**config.mk**
```make
export PLATFORM = sky130hd
export DESIGN_NAME = ctl_mc
export DESIGN_NICKNAME = d
export VERILOG_FILES = /design/src/rtl/ctl_mc_pkg.sv /design/src/rtl/ctl_mc_irq_arb.sv /design/src/rtl/ctl_mc.sv
export SDC_FILE = /design/constraint.sdc
export NUM_CORES = 1
export LEC_CHECK = 0
export ABC_AREA = 1
export CAP_MARGIN = 20
export CORE_ASPECT_RATIO = 1.1
export CORE_MARGIN = 5
export CORE_UTILIZATION = 51
export DETAILED_ROUTE_END_ITERATION = 8
export PLACE_DENSITY = 0.85
export SLEW_MARGIN = 30
export SYNTH_ARGS = -nofsm -noshare
export SYNTH_HDL_FRONTEND = slang
export SYNTH_SLANG_ARGS = --single-unit
export TNS_END_PERCENT = 20
```
**constraint.sdc**
```tcl
create_clock -name clk -period 2.5 [get_ports clk]
set_input_delay 0.5 -clock clk [delete_from_list [all_inputs] [get_ports clk]]
set_output_delay 0.5 -clock clk [all_outputs]
set_load 0.02 [all_outputs]
```
**src/rtl/ctl_mc_pkg.sv**
```systemverilog
// ctl_mc_pkg: shared constants, types and decode helpers for the multi-cycle
// control unit of the Beta-style RISC core.
//   - FSM state encoding (S_*)
//   - Beta opcodes used by name, ALU function codes
//   - pcsel / wdsel codes
//   - is_legal / is_muldiv opcode sets and the single-cycle control-word decode
package ctl_mc_pkg;

   typedef enum logic [1:0] {S_RESET, S_EXEC, S_ALU_WAIT, S_MEM_WAIT} state_e;

   localparam logic [5:0] OP_LD   = 6'h18;
   localparam logic [5:0] OP_ST   = 6'h19;
   localparam logic [5:0] OP_JMP  = 6'h1B;
   localparam logic [5:0] OP_BEQ  = 6'h1C;
   localparam logic [5:0] OP_BNE  = 6'h1D;
   localparam logic [5:0] OP_LDR  = 6'h1F;
   localparam logic [5:0] OP_ADD  = 6'h20;
   localparam logic [5:0] OP_MUL  = 6'h22;
   localparam logic [5:0] OP_DIV  = 6'h23;
   localparam logic [5:0] OP_ADDC = 6'h30;

   // ALU ops and their constant forms share op[3:0], which is used directly as
   // the ALU function (ADD=0, SUB=1, MUL=2, DIV=3, ...). LDR passes operand A.
   localparam logic [5:0] ALU_ADD = 6'h00;
   localparam logic [5:0] ALU_A   = 6'h1A;

   localparam logic [2:0] PCSEL_INC   = 3'd0;
   localparam logic [2:0] PCSEL_BR    = 3'd1;
   localparam logic [2:0] PCSEL_JMP   = 3'd2;
   localparam logic [2:0] PCSEL_ILLOP = 3'd3;
   localparam logic [2:0] PCSEL_XADR  = 3'd4;

   localparam logic [1:0] WDSEL_PC  = 2'd0;
   localparam logic [1:0] WDSEL_ALU = 2'd1;
   localparam logic [1:0] WDSEL_MEM = 2'd2;

   typedef struct packed {
      logic [5:0] alufn;
      logic       asel;
      logic       bsel;
      logic       moe;
      logic       mwr;
      logic [2:0] pcsel;
      logic       ra2sel;
      logic       wasel;
      logic [1:0] wdsel;
      logic       werf;
   } ctl_t;

   // ALU opcodes 0x20-0x3E, excluding the unused low nibbles 7, B and F.
   function automatic logic is_alu_op(input logic [5:0] op);
      return op[5] && (op[3:0] != 4'h7) && (op[3:0] != 4'hB) && (op[3:0] != 4'hF);
   endfunction

   function automatic logic is_legal(input logic [5:0] op);
      return is_alu_op(op) || (op == OP_LD) || (op == OP_ST) || (op == OP_JMP) ||
             (op == OP_BEQ) || (op == OP_BNE) || (op == OP_LDR);
   endfunction

   function automatic logic is_muldiv(input logic [5:0] op);
      return (op == OP_MUL) || (op == OP_DIV) || (op == 6'h32) || (op == 6'h33);
   endfunction

   // Single-cycle control word; all zero for illegal opcodes.
   function automatic ctl_t decode(input logic [5:0] op, input logic z);
      ctl_t c;
      c = '0;
      if (is_alu_op(op)) begin
         c.alufn = {2'b00, op[3:0]};
         c.bsel  = op[4];
         c.wdsel = WDSEL_ALU;
         c.werf  = 1'b1;
      end else begin
         case (op)
            OP_LD: begin
               c.alufn = ALU_ADD; c.bsel = 1'b1; c.moe = 1'b1;
               c.wdsel = WDSEL_MEM; c.werf = 1'b1;
            end
            OP_ST: begin
               c.alufn = ALU_ADD; c.bsel = 1'b1; c.mwr = 1'b1; c.ra2sel = 1'b1;
            end
            OP_JMP: begin
               c.pcsel = PCSEL_JMP; c.wdsel = WDSEL_PC; c.werf = 1'b1;
            end
            OP_BEQ: begin
               c.pcsel = {2'b00, z}; c.wdsel = WDSEL_PC; c.werf = 1'b1;
            end
            OP_BNE: begin
               c.pcsel = {2'b00, ~z}; c.wdsel = WDSEL_PC; c.werf = 1'b1;
            end
            OP_LDR: begin
               c.alufn = ALU_A; c.asel = 1'b1; c.moe = 1'b1;
               c.wdsel = WDSEL_MEM; c.werf = 1'b1;
            end
            default: ;
         endcase
      end
      return c;
   endfunction

endpackage

```
**src/rtl/ctl_mc_irq_arb.sv**
```systemverilog
// ctl_mc_irq_arb: latched interrupt requests with fixed-priority selection.
//   clk, reset   : clock, synchronous active-high reset
//   irq          : level requests; any high line sets its pending bit
//   take         : the control FSM is taking an interrupt this cycle
//   pending_any  : at least one request is pending
//   ack          : one-hot acknowledge of the lowest pending index while take = 1
module ctl_mc_irq_arb #(
   parameter int unsigned NUM_IRQ = 4
) (
   input  logic               clk,
   input  logic               reset,
   input  logic [NUM_IRQ-1:0] irq,
   input  logic               take,
   output logic               pending_any,
   output logic [NUM_IRQ-1:0] ack
);

   logic [NUM_IRQ-1:0] pending_q, pending_d;
   logic [NUM_IRQ-1:0] lowest;

   // Two's-complement trick isolates the lowest set bit (highest priority).
   assign lowest      = pending_q & (~pending_q + NUM_IRQ'(1));
   assign pending_any = |pending_q;

   always_comb begin
      ack       = take ? lowest : '0;
      // A line still high in its ack cycle re-arms its pending bit.
      pending_d = (pending_q & ~ack) | irq;
   end

   always_ff @(posedge clk) begin
      if (reset) begin
         pending_q <= '0;
      end else begin
         pending_q <= pending_d;
      end
   end

endmodule

```
**src/rtl/ctl_mc.sv**
```systemverilog
// ctl_mc: multi-cycle control unit for the Beta-style RISC core.
//   Inputs : clk, reset (sync, active-high), op, z, supervisor, irq,
//            alu_done, mem_ready
//   Outputs: datapath control word (alufn, asel, bsel, moe, mwr, pcsel, ra2sel,
//            wasel, wdsel, werf), pc_en, alu_start, irq_ack, illop_cnt
// The control word is combinational from state and inputs so that memory and
// ALU completions retire in the same cycle they are signalled.
module ctl_mc
   import ctl_mc_pkg::*;
#(
   parameter int unsigned NUM_IRQ   = 4,
   parameter int unsigned CNT_W     = 8,
   parameter int unsigned MULDIV_MC = 1
) (
   input  logic               clk,
   input  logic               reset,
   input  logic [5:0]         op,
   input  logic               z,
   input  logic               supervisor,
   input  logic [NUM_IRQ-1:0] irq,
   input  logic               alu_done,
   input  logic               mem_ready,
   output logic [5:0]         alufn,
   output logic               asel,
   output logic               bsel,
   output logic               moe,
   output logic               mwr,
   output logic [2:0]         pcsel,
   output logic               ra2sel,
   output logic               wasel,
   output logic [1:0]         wdsel,
   output logic               werf,
   output logic               pc_en,
   output logic               alu_start,
   output logic [NUM_IRQ-1:0] irq_ack,
   output logic [CNT_W-1:0]   illop_cnt
);

   state_e           state_q, state_d;
   logic [5:0]       op_q, op_d;   // opcode that entered a wait state
   logic [CNT_W-1:0] cnt_q, cnt_d;
   ctl_t             dec_cur, dec_held;
   logic             irq_any, irq_take;

   assign dec_cur   = decode(op, z);
   assign dec_held  = decode(op_q, 1'b0);
   assign irq_take  = !reset && (state_q == S_EXEC) && irq_any && !supervisor;
   assign illop_cnt = cnt_q;

   ctl_mc_irq_arb #(
      .NUM_IRQ(NUM_IRQ)
   ) u_irq_arb (
      .clk        (clk),
      .reset      (reset),
      .irq        (irq),
      .take       (irq_take),
      .pending_any(irq_any),
      .ack        (irq_ack)
   );

   always_comb begin
      state_d   = state_q;
      op_d      = op_q;
      cnt_d     = cnt_q;
      alufn     = '0;
      asel      = 1'b0;
      bsel      = 1'b0;
      moe       = 1'b0;
      mwr       = 1'b0;
      pcsel     = PCSEL_INC;
      ra2sel    = 1'b0;
      wasel     = 1'b0;
      wdsel     = WDSEL_PC;
      werf      = 1'b0;
      pc_en     = 1'b0;
      alu_start = 1'b0;

      // Outputs stay quiet while reset is high, whatever state was interrupted.
      if (!reset) begin
         unique case (state_q)
            S_RESET: state_d = S_EXEC;

            S_EXEC: begin
               op_d = op;
               if (irq_take) begin
                  pcsel = PCSEL_XADR;
                  wasel = 1'b1;
                  werf  = 1'b1;
                  pc_en = 1'b1;
               end else if (!is_legal(op)) begin
                  pcsel = PCSEL_ILLOP;
                  wasel = 1'b1;
                  werf  = 1'b1;
                  pc_en = 1'b1;
                  if (cnt_q != '1) cnt_d = cnt_q + CNT_W'(1);
               end else begin
                  {alufn, asel, bsel, moe, mwr, pcsel, ra2sel, wasel, wdsel, werf} = dec_cur;
                  if ((MULDIV_MC != 0) && is_muldiv(op)) begin
                     werf      = 1'b0;
                     alu_start = 1'b1;
                     state_d   = S_ALU_WAIT;
                  end else if ((dec_cur.moe || dec_cur.mwr) && !mem_ready) begin
                     werf    = 1'b0;
                     state_d = S_MEM_WAIT;
                  end else begin
                     pc_en = 1'b1;
                  end
               end
            end

            S_ALU_WAIT: begin
               alufn = dec_held.alufn;
               asel  = dec_held.asel;
               bsel  = dec_held.bsel;
               if (alu_done) begin
                  wdsel   = WDSEL_ALU;
                  werf    = 1'b1;
                  pc_en   = 1'b1;
                  state_d = S_EXEC;
               end
            end

            S_MEM_WAIT: begin
               {alufn, asel, bsel, moe, mwr, pcsel, ra2sel, wasel, wdsel, werf} = dec_held;
               if (mem_ready) begin
                  pc_en   = 1'b1;
                  state_d = S_EXEC;
               end else begin
                  werf = 1'b0;
               end
            end

            default: state_d = S_RESET;
         endcase
      end
   end

   always_ff @(posedge clk) begin
      if (reset) begin
         state_q <= S_RESET;
         op_q    <= '0;
         cnt_q   <= '0;
      end else begin
         state_q <= state_d;
         op_q    <= op_d;
         cnt_q   <= cnt_d;
      end
   end

endmodule

```
==> out/qor.csv <==
metric;value;unit
utilization;78.6;%
timing.rr.start;state_q[1]$_SDFFE_PP0P_;
maxCapViolCount;0;
start_util;53.2;%
synth-edff-count;0;
sw_frac_of_total;33.8;%
netlist_area;0.00162;mm²
finalSetupViolCount;0;
synth_top_area_share;24.7;%
p_comb_share;32.9;%
avgViaCountPerCell;5.48;
pre_cts_ws;-552;ps
r2r_slack;810;ps
dr_wl_met3;326;µm
p_int;624;µW
htree_levels;1;
ys_top_cells_by_area;dfxtp_1, nand2_1, inv_1, nor2_1, a21oi_1;
synth_common_cells;nand2_1, inv_1, nor2_1;
top_layer;met4;
clkPwrFrac;29.3;%
fmax;404;MHz
areaGrowthSynthToFinish;47.6;%
synth_flop_cell;dfxtp_1;
cts_sinks;20;
grt_pass1_wl;9.24;mm
wl_met2;2.95;mm
clk_latency;310;ps
syn-instance-count;275;
slew_viol_final;0;
cts_buffers;3;
drc;0;
place.port_buffers;46;
placed_area;0.00234;mm²
vias;2126;
p_sw;319;µW
cp.arrival;1970;ps
reg2regPathDepth;11;
holdPathEnd;op_q[4]$_SDFFE_PP0P_;
dieWidth;63.8;µm
finalInstanceArea;0.00240;mm²
syn_area_per_cell;5.90;µm²
grt_pass1_vias;2090;
critPathCaptureType;output port;
synth_seq_cells;20;
ys_warn_count;0;
ioPinCount;48;
path_clk_slew;130;ps
row_count;21;
fin_skew;1.60;ps
drt_wl_total;5.61;mm
track_usage;24.8;%
routabilityCongestion;0.951;
power.density;394;mW/mm²
synth.most_common_cell;nand2_1;
worst_ir_drop_vdd;0.000335;V
synth_cell_types;33;
hold_class;reg2reg;
status;finished clean;
drive_gt1_share;29.9;%
synthArstFlopShare;0;%
syn_nets;292;
nets;372;
grt-ovfl-total;0;
crit_required;2000;ps
wl_met1;2.18;mm
p_seq_share;37.8;%
holdCritStartpoint;op_q[4]$_SDFFE_PP0P_;
fin_crit;2470;ps
wl_per_cell;14.5;µm
yosysSeqAreaShare;24.7;%
grt_max_degree;29;
worstReg2RegEnd;illop_cnt[5]$_SDFFE_PP0P_;
grt_antenna_before_repair;0;
hold_depth;2;
worst-setup-path-type;in2out;
cts-root-buf;clkbuf_4;
startpoint_type;input port;
core_area;0.00305;mm²
tritoncts;built;
drtIter0Drc;194;
fin_crit_sh;99.0;%
postRouteAntennaNets;0;
die_y;69.2;µm
timing.final.ws_setup;26.1;ps
hold_viol;0;
holdBufCountCts;0;
cp_max_fo;8;
worstSetupStartpoint;reset;
leakagePower;1.17;nW
worst_hold_slack;484;ps
dr.pass1.iters;4;
dp_hpwl;4.04;mm
n_antenna_cell;0;
cts_max_path_buffers;2;
die-area;0.00441;mm²
yosys.area.top_type;dfxtp_1;
[stage by stage]
stage,cells,total power [mW],setup TNS (ps)
global placement,381,0.653,-8570
detailed placement,381,0.660,-9220
floorplan,275,0.524,0
CTS,388,0.932,-175
finish,388,0.943,0
global route,388,0.991,-366
[area by class of cell]
class                      count  area [µm²]
inverter                      44         168
clock buffer                   3        22.5
clock inverter                 1        30.0
fill                         247         652
sequential                    20         400
tap                           34        42.5
multi-input combinational    202        1090
timing repair buffer          84         642
[worst max path at each step]
| stage | end | slack (ps) |
|---|---|---|
| 6_report | wasel | 30 |
| 5_1_grt | alufn[1] | -80 |
| 4_1_cts | alufn[4] | -70 |
| 3_5_place_dp | werf | -550 |
| 3_3_place_gp | werf | -510 |
| 2_1_floorplan | irq_ack[3] | 380 |
[power groups by stage]
stage | combinational (mW) | sequential (mW) | clock (mW)
after floorplan | 0.162 | 0.362 | 0
after global placement | 0.293 | 0.360 | 0
after detailed placement | 0.299 | 0.361 | 0
after CTS | 0.300 | 0.354 | 0.277
after global routing | 0.339 | 0.359 | 0.293
final | 0.310 | 0.357 | 0.276
[logic make-up (layout without fill, tap and decap cells)]
group	count (synthesis)	in the layout	synth area share [%]
simple gates	148	148	41.9
xor+xnor	5	5	2.70
compound gates	47	47	16.6
other cells	1	1	0.231
flops	20	20	24.7
fa+ha+maj	1	1	0.771
buf+inv	53	132	13.2
[what timing repair did]
item	in CTS	in global routing
setup buffers	3	0
pin swaps	4	1
cloned	0	0
resized for setup	60	46
setup endpoints to repair	23	19
[critical path: stages]
cell,delay [ps]
clkdlybuf4s50_1,430
inv_1,90
nand2_1,70
nor2_2,170
nand2_4,110
nand2_1,90
nand2_2,70
nor2_1,120
clkdlybuf4s15_1,320
[per-layer routing]
| layer | vias up | track usage, % |
|---|---|---|
| met5 | - | 0 |
| met4 | 0 | 9.01 |
| met3 | 21 | 4.06 |
| met2 | 98 | 45.4 |
| met1 | 966 | 28.0 |
| li1 | 1041 | - |
[layout by cell type, fill, tap and decap left out, types with 3 or more instances in the layout]
cell type and instances:
clkdlybuf4s50_1 17, a21oi_2 6, buf_2 6, nor2_1 33, nor2_2 5, clkbuf_4 3
dlygate4sd2_1 6, buf_4 41, nand3_1 18, o21ai_0 7, o2111ai_1 3, inv_1 35
nand2_1 64, nand2_2 6, nand4_1 6, nand3_2 5, a21oi_1 22, inv_2 7
dfxtp_1 20, clkbuf_2 12, xor2_1 3
[flip-flops by register name (all words and copies together), names as in the netlist]
signal,count
illop_cnt,8
op_q,6
u_irq_arb.pending_q,4
state_q,2
No activity file was read; power rests on OpenSTA's default activity.
